[src/rtl/vm_pkg.sv]
// Shared coin encodings, coin unit values and controller states for the multi-product vending machine.
package vm_pkg;

  localparam logic [1:0] COIN_NONE = 2'b00;
  localparam logic [1:0] COIN_5    = 2'b01;
  localparam logic [1:0] COIN_10   = 2'b10;
  localparam logic [1:0] COIN_20   = 2'b11;

  localparam logic [2:0] UNITS_5   = 3'd1;
  localparam logic [2:0] UNITS_10  = 3'd2;
  localparam logic [2:0] UNITS_20  = 3'd4;

  typedef enum logic [1:0] {
    IDLE    = 2'd0,
    COLLECT = 2'd1,
    VEND    = 2'd2,
    CHANGE  = 2'd3
  } vm_state_e;

  function automatic logic [2:0] coin_units(input logic [1:0] coin);
    case (coin)
      COIN_5:  return UNITS_5;
      COIN_10: return UNITS_10;
      COIN_20: return UNITS_20;
      default: return 3'd0;
    endcase
  endfunction

endpackage

[src/rtl/vending_machine_multi_if.sv]
// Coin-acceptor / selector / hopper bundle; the master drives requests, the slave is the controller.
interface vending_machine_multi_if #(
  parameter int ITEM_W    = 2,
  parameter int CREDIT_W  = 6,
  parameter int NUM_ITEMS = 4
);
  logic [1:0]           coin;
  logic                 sel_valid;
  logic [ITEM_W-1:0]    sel;
  logic                 cancel;
  logic                 change_ready;
  logic                 restock;
  logic                 vend_valid;
  logic [ITEM_W-1:0]    vend_item;
  logic                 coin_reject;
  logic                 sel_reject;
  logic                 change_valid;
  logic [1:0]           change_coin;
  logic [CREDIT_W-1:0]  credit;
  logic [NUM_ITEMS-1:0] sold_out;

  modport master (
    output coin, sel_valid, sel, cancel, change_ready, restock,
    input  vend_valid, vend_item, coin_reject, sel_reject,
           change_valid, change_coin, credit, sold_out
  );

  modport slave (
    input  coin, sel_valid, sel, cancel, change_ready, restock,
    output vend_valid, vend_item, coin_reject, sel_reject,
           change_valid, change_coin, credit, sold_out
  );
endinterface

[src/rtl/vm_change_dispenser.sv]
// Greedy change emitter: loads a remainder and offers the largest fitting coin over a valid/ready handshake.
module vm_change_dispenser
  import vm_pkg::*;
#(
  parameter int CREDIT_W = 6
) (
  input  logic                clk,
  input  logic                rst,
  input  logic                load_i,
  input  logic [CREDIT_W-1:0] amount_i,
  input  logic                change_ready_i,
  output logic                change_valid_o,
  output logic [1:0]          change_coin_o,
  output logic                done_o
);

  logic [CREDIT_W-1:0] remain_q, remain_d, left_s;
  logic                valid_q, valid_d;
  logic [1:0]          coin_q, coin_d;

  function automatic logic [1:0] greedy_coin(input logic [CREDIT_W-1:0] r);
    if (r >= CREDIT_W'(UNITS_20)) begin
      return COIN_20;
    end else if (r >= CREDIT_W'(UNITS_10)) begin
      return COIN_10;
    end else begin
      return COIN_5;
    end
  endfunction

  // Next remainder and offered coin; a new load is only taken while idle.
  always_comb begin
    remain_d = remain_q;
    valid_d  = valid_q;
    coin_d   = coin_q;
    left_s   = remain_q - CREDIT_W'(coin_units(coin_q));
    if (valid_q) begin
      if (change_ready_i) begin
        remain_d = left_s;
        if (left_s == '0) begin
          valid_d = 1'b0;
          coin_d  = COIN_NONE;
        end else begin
          coin_d  = greedy_coin(left_s);
        end
      end else begin
        remain_d = remain_q;
      end
    end else if (load_i && (amount_i != '0)) begin
      remain_d = amount_i;
      valid_d  = 1'b1;
      coin_d   = greedy_coin(amount_i);
    end else begin
      remain_d = remain_q;
    end
  end

  // Handshake state register.
  always_ff @(posedge clk) begin
    if (rst) begin
      remain_q <= '0;
      valid_q  <= 1'b0;
      coin_q   <= COIN_NONE;
    end else begin
      remain_q <= remain_d;
      valid_q  <= valid_d;
      coin_q   <= coin_d;
    end
  end

  assign change_valid_o = valid_q;
  assign change_coin_o  = coin_q;
  assign done_o         = valid_q & change_ready_i & (left_s == '0);

endmodule

[src/rtl/vending_machine_multi.sv]
// Multi-product vending controller: credit accumulation, selection, vend pulse and change hand-off.
// Optional per-item inventory is enabled with the VM_INVENTORY_EN macro.
module vending_machine_multi
  import vm_pkg::*;
#(
  parameter int                            NUM_ITEMS  = 4,
  parameter int                            ITEM_W     = 2,
  parameter int                            CREDIT_W   = 6,
  parameter int                            MAX_CREDIT = 20,
  parameter logic [NUM_ITEMS*CREDIT_W-1:0] PRICES     = {6'd6, 6'd4, 6'd3, 6'd2},
  parameter int                            STOCK_INIT = 8
) (
  input logic                    clk,
  input logic                    rst,
  vending_machine_multi_if.slave bus
);

  localparam int SUM_W = CREDIT_W + 1;

  vm_state_e             state_q, state_d;
  logic [CREDIT_W-1:0]   credit_q, credit_d, price_s;
  logic                  vend_valid_q, vend_valid_d;
  logic [ITEM_W-1:0]     vend_item_q, vend_item_d;
  logic                  coin_reject_q, coin_reject_d;
  logic                  sel_reject_q, sel_reject_d;
  logic [NUM_ITEMS-1:0]  sold_out_q, sold_out_d;
  logic [SUM_W-1:0]      coin_sum_s;
  logic                  coin_present_s, coin_fits_s, sel_ok_s, in_stock_s;
  logic                  load_s, chg_valid_s, chg_done_s;
  logic [1:0]            chg_coin_s;

  function automatic logic [CREDIT_W-1:0] price_of(input logic [ITEM_W-1:0] idx);
    logic [CREDIT_W-1:0] p;
    p = '0;
    for (int i = 0; i < NUM_ITEMS; i++) begin
      if (int'(idx) == i) p = PRICES[i*CREDIT_W +: CREDIT_W];
    end
    return p;
  endfunction

  // Controller next state: cancel beats selection beats coin.
  always_comb begin
    state_d        = state_q;
    credit_d       = credit_q;
    vend_valid_d   = 1'b0;
    vend_item_d    = vend_item_q;
    coin_reject_d  = 1'b0;
    sel_reject_d   = 1'b0;
    load_s         = 1'b0;
    price_s        = price_of(bus.sel);
    coin_present_s = (bus.coin != COIN_NONE);
    coin_sum_s     = SUM_W'(credit_q) + SUM_W'(coin_units(bus.coin));
    coin_fits_s    = (coin_sum_s <= SUM_W'(MAX_CREDIT));
    in_stock_s     = ~|(sold_out_q & (NUM_ITEMS'(1) << bus.sel));
    sel_ok_s       = (int'(bus.sel) < NUM_ITEMS) && in_stock_s && (credit_q >= price_s);
    case (state_q)
      IDLE, COLLECT: begin
        if (bus.cancel && (state_q == COLLECT)) begin
          state_d       = CHANGE;
          load_s        = 1'b1;
          coin_reject_d = coin_present_s;
        end else if (bus.sel_valid) begin
          coin_reject_d = coin_present_s;
          if ((state_q == COLLECT) && sel_ok_s) begin
            state_d      = VEND;
            credit_d     = credit_q - price_s;
            vend_valid_d = 1'b1;
            vend_item_d  = bus.sel;
          end else begin
            sel_reject_d = 1'b1;
          end
        end else if (bus.cancel) begin
          coin_reject_d = coin_present_s;
        end else if (coin_present_s) begin
          if (coin_fits_s) begin
            credit_d = coin_sum_s[CREDIT_W-1:0];
            state_d  = COLLECT;
          end else begin
            coin_reject_d = 1'b1;
          end
        end else begin
          state_d = state_q;
        end
      end
      VEND: begin
        coin_reject_d = coin_present_s;
        sel_reject_d  = bus.sel_valid;
        if (credit_q != '0) begin
          state_d = CHANGE;
          load_s  = 1'b1;
        end else begin
          state_d = IDLE;
        end
      end
      CHANGE: begin
        coin_reject_d = coin_present_s;
        sel_reject_d  = bus.sel_valid;
        if (chg_done_s) begin
          state_d  = IDLE;
          credit_d = '0;
        end else if (chg_valid_s && bus.change_ready) begin
          credit_d = credit_q - CREDIT_W'(coin_units(chg_coin_s));
        end else begin
          credit_d = credit_q;
        end
      end
      default: begin
        state_d  = IDLE;
        credit_d = '0;
      end
    endcase
  end

`ifdef VM_INVENTORY_EN
  localparam int STOCK_W = (STOCK_INIT < 1) ? 1 : $clog2(STOCK_INIT + 1);

  logic [STOCK_W-1:0] stock_q [NUM_ITEMS];
  logic [STOCK_W-1:0] stock_d [NUM_ITEMS];

  // Stock reload in IDLE, decrement on the cycle the item is dispensed.
  always_comb begin
    for (int i = 0; i < NUM_ITEMS; i++) begin
      stock_d[i] = stock_q[i];
      if ((state_q == IDLE) && bus.restock) begin
        stock_d[i] = STOCK_W'(STOCK_INIT);
      end else if ((state_q == VEND) && (int'(vend_item_q) == i) && (stock_q[i] != '0)) begin
        stock_d[i] = stock_q[i] - STOCK_W'(1);
      end else begin
        stock_d[i] = stock_q[i];
      end
      sold_out_d[i] = (stock_d[i] == '0);
    end
  end

  // Stock counters.
  always_ff @(posedge clk) begin
    for (int i = 0; i < NUM_ITEMS; i++) begin
      if (rst) begin
        stock_q[i] <= STOCK_W'(STOCK_INIT);
      end else begin
        stock_q[i] <= stock_d[i];
      end
    end
  end
`else
  logic unused_restock_s;
  assign unused_restock_s = bus.restock;
  assign sold_out_d       = '0;
`endif

  // Controller and output registers.
  always_ff @(posedge clk) begin
    if (rst) begin
      state_q       <= IDLE;
      credit_q      <= '0;
      vend_valid_q  <= 1'b0;
      vend_item_q   <= '0;
      coin_reject_q <= 1'b0;
      sel_reject_q  <= 1'b0;
      sold_out_q    <= '0;
    end else begin
      state_q       <= state_d;
      credit_q      <= credit_d;
      vend_valid_q  <= vend_valid_d;
      vend_item_q   <= vend_item_d;
      coin_reject_q <= coin_reject_d;
      sel_reject_q  <= sel_reject_d;
      sold_out_q    <= sold_out_d;
    end
  end

  vm_change_dispenser #(.CREDIT_W(CREDIT_W)) u_change (
    .clk            (clk),
    .rst            (rst),
    .load_i         (load_s),
    .amount_i       (credit_q),
    .change_ready_i (bus.change_ready),
    .change_valid_o (chg_valid_s),
    .change_coin_o  (chg_coin_s),
    .done_o         (chg_done_s)
  );

  assign bus.vend_valid   = vend_valid_q;
  assign bus.vend_item    = vend_item_q;
  assign bus.coin_reject  = coin_reject_q;
  assign bus.sel_reject   = sel_reject_q;
  assign bus.change_valid = chg_valid_s;
  assign bus.change_coin  = chg_coin_s;
  assign bus.credit       = credit_q;
  assign bus.sold_out     = sold_out_q;

endmodule
[src/flat_wrapper.sv]
// flat-port wrapper written by rule: the top's interface ports become plain ports
module vending_machine_multi_flat import vm_pkg::*;
#(
  parameter int                            NUM_ITEMS  = 4,
  parameter int                            ITEM_W     = 2,
  parameter int                            CREDIT_W   = 6,
  parameter int                            MAX_CREDIT = 20,
  parameter logic [NUM_ITEMS*CREDIT_W-1:0] PRICES     = {6'd6, 6'd4, 6'd3, 6'd2},
  parameter int                            STOCK_INIT = 8
)
  (clk, rst, bus_coin, bus_sel_valid, bus_sel, bus_cancel, bus_change_ready, bus_restock, bus_vend_valid, bus_vend_item, bus_coin_reject, bus_sel_reject, bus_change_valid, bus_change_coin, bus_credit, bus_sold_out);
  vending_machine_multi_if #(.ITEM_W(ITEM_W), .CREDIT_W(CREDIT_W), .NUM_ITEMS(NUM_ITEMS)) bus_i ();
  input logic clk;
  input logic rst;
  input wire logic [$bits(bus_i.coin)-1:0] bus_coin;
  input wire logic [$bits(bus_i.sel_valid)-1:0] bus_sel_valid;
  input wire logic [$bits(bus_i.sel)-1:0] bus_sel;
  input wire logic [$bits(bus_i.cancel)-1:0] bus_cancel;
  input wire logic [$bits(bus_i.change_ready)-1:0] bus_change_ready;
  input wire logic [$bits(bus_i.restock)-1:0] bus_restock;
  output wire logic [$bits(bus_i.vend_valid)-1:0] bus_vend_valid;
  output wire logic [$bits(bus_i.vend_item)-1:0] bus_vend_item;
  output wire logic [$bits(bus_i.coin_reject)-1:0] bus_coin_reject;
  output wire logic [$bits(bus_i.sel_reject)-1:0] bus_sel_reject;
  output wire logic [$bits(bus_i.change_valid)-1:0] bus_change_valid;
  output wire logic [$bits(bus_i.change_coin)-1:0] bus_change_coin;
  output wire logic [$bits(bus_i.credit)-1:0] bus_credit;
  output wire logic [$bits(bus_i.sold_out)-1:0] bus_sold_out;
  assign bus_i.coin = bus_coin;
  assign bus_i.sel_valid = bus_sel_valid;
  assign bus_i.sel = bus_sel;
  assign bus_i.cancel = bus_cancel;
  assign bus_i.change_ready = bus_change_ready;
  assign bus_i.restock = bus_restock;
  assign bus_vend_valid = bus_i.vend_valid;
  assign bus_vend_item = bus_i.vend_item;
  assign bus_coin_reject = bus_i.coin_reject;
  assign bus_sel_reject = bus_i.sel_reject;
  assign bus_change_valid = bus_i.change_valid;
  assign bus_change_coin = bus_i.change_coin;
  assign bus_credit = bus_i.credit;
  assign bus_sold_out = bus_i.sold_out;
  vending_machine_multi #(.NUM_ITEMS(NUM_ITEMS), .ITEM_W(ITEM_W), .CREDIT_W(CREDIT_W), .MAX_CREDIT(MAX_CREDIT), .PRICES(PRICES), .STOCK_INIT(STOCK_INIT)) u_core (.clk(clk), .rst(rst), .bus(bus_i));
endmodule
[config.mk]
export PLATFORM = sky130hd
export DESIGN_NAME = vending_machine_multi_flat
export DESIGN_NICKNAME = d
export VERILOG_FILES = /design/src/rtl/vm_pkg.sv /design/src/rtl/vending_machine_multi_if.sv /design/src/rtl/vm_change_dispenser.sv /design/src/rtl/vending_machine_multi.sv /design/src/flat_wrapper.sv
export SDC_FILE = /design/constraint.sdc
export NUM_CORES = 1
export LEC_CHECK = 0
export CORE_MARGIN = 4
export CORE_UTILIZATION = 49
export DETAILED_ROUTE_END_ITERATION = 10
export PLACE_DENSITY_LB_ADDON = 0.2
export SLEW_MARGIN = 20
export SYNTH_ARGS = -nofsm -noshare
export SYNTH_HDL_FRONTEND = slang
export SYNTH_SLANG_ARGS = --single-unit
export TNS_END_PERCENT = 1
[constraint.sdc]
create_clock -name clk -period 2.61 [get_ports clk]
set_clock_uncertainty 0.2 [all_clocks]
set_input_delay 0.261 -clock clk [delete_from_list [all_inputs] [get_ports clk]]
set_output_delay 0.261 -clock clk [all_outputs]
set_load 0.05 [all_outputs]
==> impl_metrics.ini <==
[status]
status = finished, violations left
violations = setup timing

[yosys]
yosysTopAreaCellShare = 0.230
synth.area.top_cells = dfxtp_1 (23%), ha_1 (7.8%), a21oi_1 (5.2%)
synth-seq-cells = 22
synth-async-reset-ratio = 0
synth.distinct_cells = 62
synth_commonest_cells = nor2_1 (26), nand2_1 (23), dfxtp_1 (22)
yosysTopAreaCell = dfxtp_1
syn_area_per_cell_sq_um = 7.98
synth_edf_count = 0
ys.warnings.count = 0
synth_most_common_cell = nor2_1
ys_seq_area_frac = 0.230
syn_inst = 240
ys.flop_type = dfxtp_1
syn-cell-area_sq_um = 1920

[grt]
grt_pass1_vias = 1894
grt.overflow.total = 0
grt_pass1_wl_um = 8700
antenna_found_initial = 0
grt_usage = 0.217
grt_max_degree = 19

[power_and_ir_drop]
total_leakage_power_nw = 1.14
p_sw_mw = 1.44
p_seq_frac = 0.176
peakVddDrop_v = 0.000899
total_power_mw = 3.06
p_per_area_nw_per_um2 = 1090
p_sw_frac = 0.469
p_clk_frac = 0.093
comb_power_share = 0.731
internal-power_mw = 1.63

[sta]
finalHoldViolCount = 0
worst_slew_pin_slew_ps = 828
slew_viol_final = 0
slew_headroom = 0.446
fin_crit_sh = 1.04
final.setup.tns_ps = -523
whs_ps = 264
grt_setup_unrepaired = true
layout_min_cycle_time_ps = 2720
setup_violations = 8
fin_ws_ps = -110
fmax_mhz = 368

[clock_network]
cts_made_buffers = 3
clk_path_buf_depth = 2
clkLatencyLatePin_ps = 270
ctsHoldBuffers = 0
cts.clk_slew.worst_paths_ps = 80
htree_levels = 1
cts_tree = yes
clockRootBuffer = clkbuf_8
cts_sinks = 22

[finish]
n_antenna_cell = 0
fin_cells = 362
postLayoutCellArea_sq_um = 2800
drive_gt1_frac = 0.331
finish.utilization = 0.754
area_growth_pct = 46.3
fin_nets = 341
fillers = 275

[place]
portBuffers = 22
place_ws_ps = -666
place_hpwl_um = 4090
place_area_sq_um = 2580
gp_congestion = 0.935
dp.cells = 355

[setup_path]
cp-start-kind = register
worstPathMaxFanout = 7
worst_ep_required_time_ps = 2530
path_class = register to register
crit_path_end_kind = register
worstPathArrival_ps = 2640

[drt]
drt_iter0_drc = 116
wirelength_um = 5430
drc = 0
vias = 2022
wire_per_inst_um = 15.0
first_pass_iters = 4
final_antenna_net_count = 0
viasPerCell = 5.59

[floorplan]
rows = 22
die_area_sq_um = 4970
coreArea_sq_um = 3720
start_util = 0.515
die_w_um = 70.5
ios = 28
die-height_um = 70.5

[min_path]
hold_class = register to register

[run]
maxCapViolations = 0
[power groups by stage]
stage,Combinational (mW),Sequential [mW],Clock (mW)
final,2.24,0.538,0.284
after global routing,2.42,0.552,0.304
after CTS,2.13,0.532,0.289
after detailed placement,2.06,0.538,0
after global placement,2.03,0.535,0
after floorplan,1.16,0.724,0
[metal layers]
metal	routed length, um	global-route usage
met1	2480	0.290
met2	2570	0.370
met3	311	0.0403
met4	63	0.0340
met5	0	0
[cell type report]
class | count | area [sq um] | share of cell area
Timing Repair Buffer | 80 | 658 | 0.235
Clock buffer | 4 | 66.3 | 0.0237
Sequential cell | 22 | 457 | 0.163
Multi-Input combinational cell | 195 | 1510 | 0.540
Tap cell | 48 | 60.1 | 0.0214
Inverter | 13 | 48.8 | 0.0174
[critical path: stages (launching register included)]
cell	delay (ps)
dfxtp_4	360
ha_4	160
fa_2	360
or3_1	380
o32a_1	340
a211oi_4	280
o22ai_4	130
buf_6	160
mux2i_1	150
nor2_1	50
[path summary, 6_finish.rpt]
kind | from | endpoint | slack [ps] | cells past startpoint
max | u_core.bus.credit[0] | u_core.bus.credit[2] | -110 | 9
min | u_core.u_change.remain_q[0] | u_core.u_change.remain_q[0] | 260 | 2
max reg2reg | u_core.bus.credit[0] | u_core.bus.credit[2] | -110 | 9
min reg2reg | u_core.u_change.remain_q[0] | u_core.u_change.remain_q[0] | 260 | 2
[sequential cells by signal, indices dropped and copies added (netlist names), 2 cells and up]
| signal | flops |
|---|---|
| u_core.u_change.remain_q | 6 |
| u_core.u_change.change_coin_o | 2 |
| u_core.state_q | 2 |
| u_core.bus.credit | 6 |
| u_core.bus.vend_item | 2 |
[cells in the final DEF (no fill, tap or decap), types with 9 or more instances in the layout]
| cell type | netlist | final |
|---|---|---|
| a21oi_1 | 20 | 19 |
| buf_4 | 7 | 56 |
| clkdlybuf4s50_1 | 0 | 20 |
| dfxtp_1 | 22 | 17 |
| ha_1 | 12 | 9 |
| inv_1 | 13 | 13 |
| nand2_1 | 23 | 23 |
| nor2_1 | 26 | 23 |
| nor3_1 | 10 | 10 |
[what timing repair did]
action	4_1_cts	5_1_grt
pin swaps	11	12
resized for setup	13	23
setup endpoints to repair	10	13
buffers inserted	2	1
[cells by family after synthesis]
| logic type | share of synthesized area |
|---|---|
| AOI/OAI and AO/OA | 0.280 |
| xor gates and xnor gates | 0.0320 |
| adders and majority gates | 0.120 |
| buffers and inverters | 0.0725 |
| DFF | 0.230 |
| muxes | 0.0261 |
| other | 0.00196 |
| and+or+nand+nor | 0.237 |
Power figures use the tool's default switching activity.
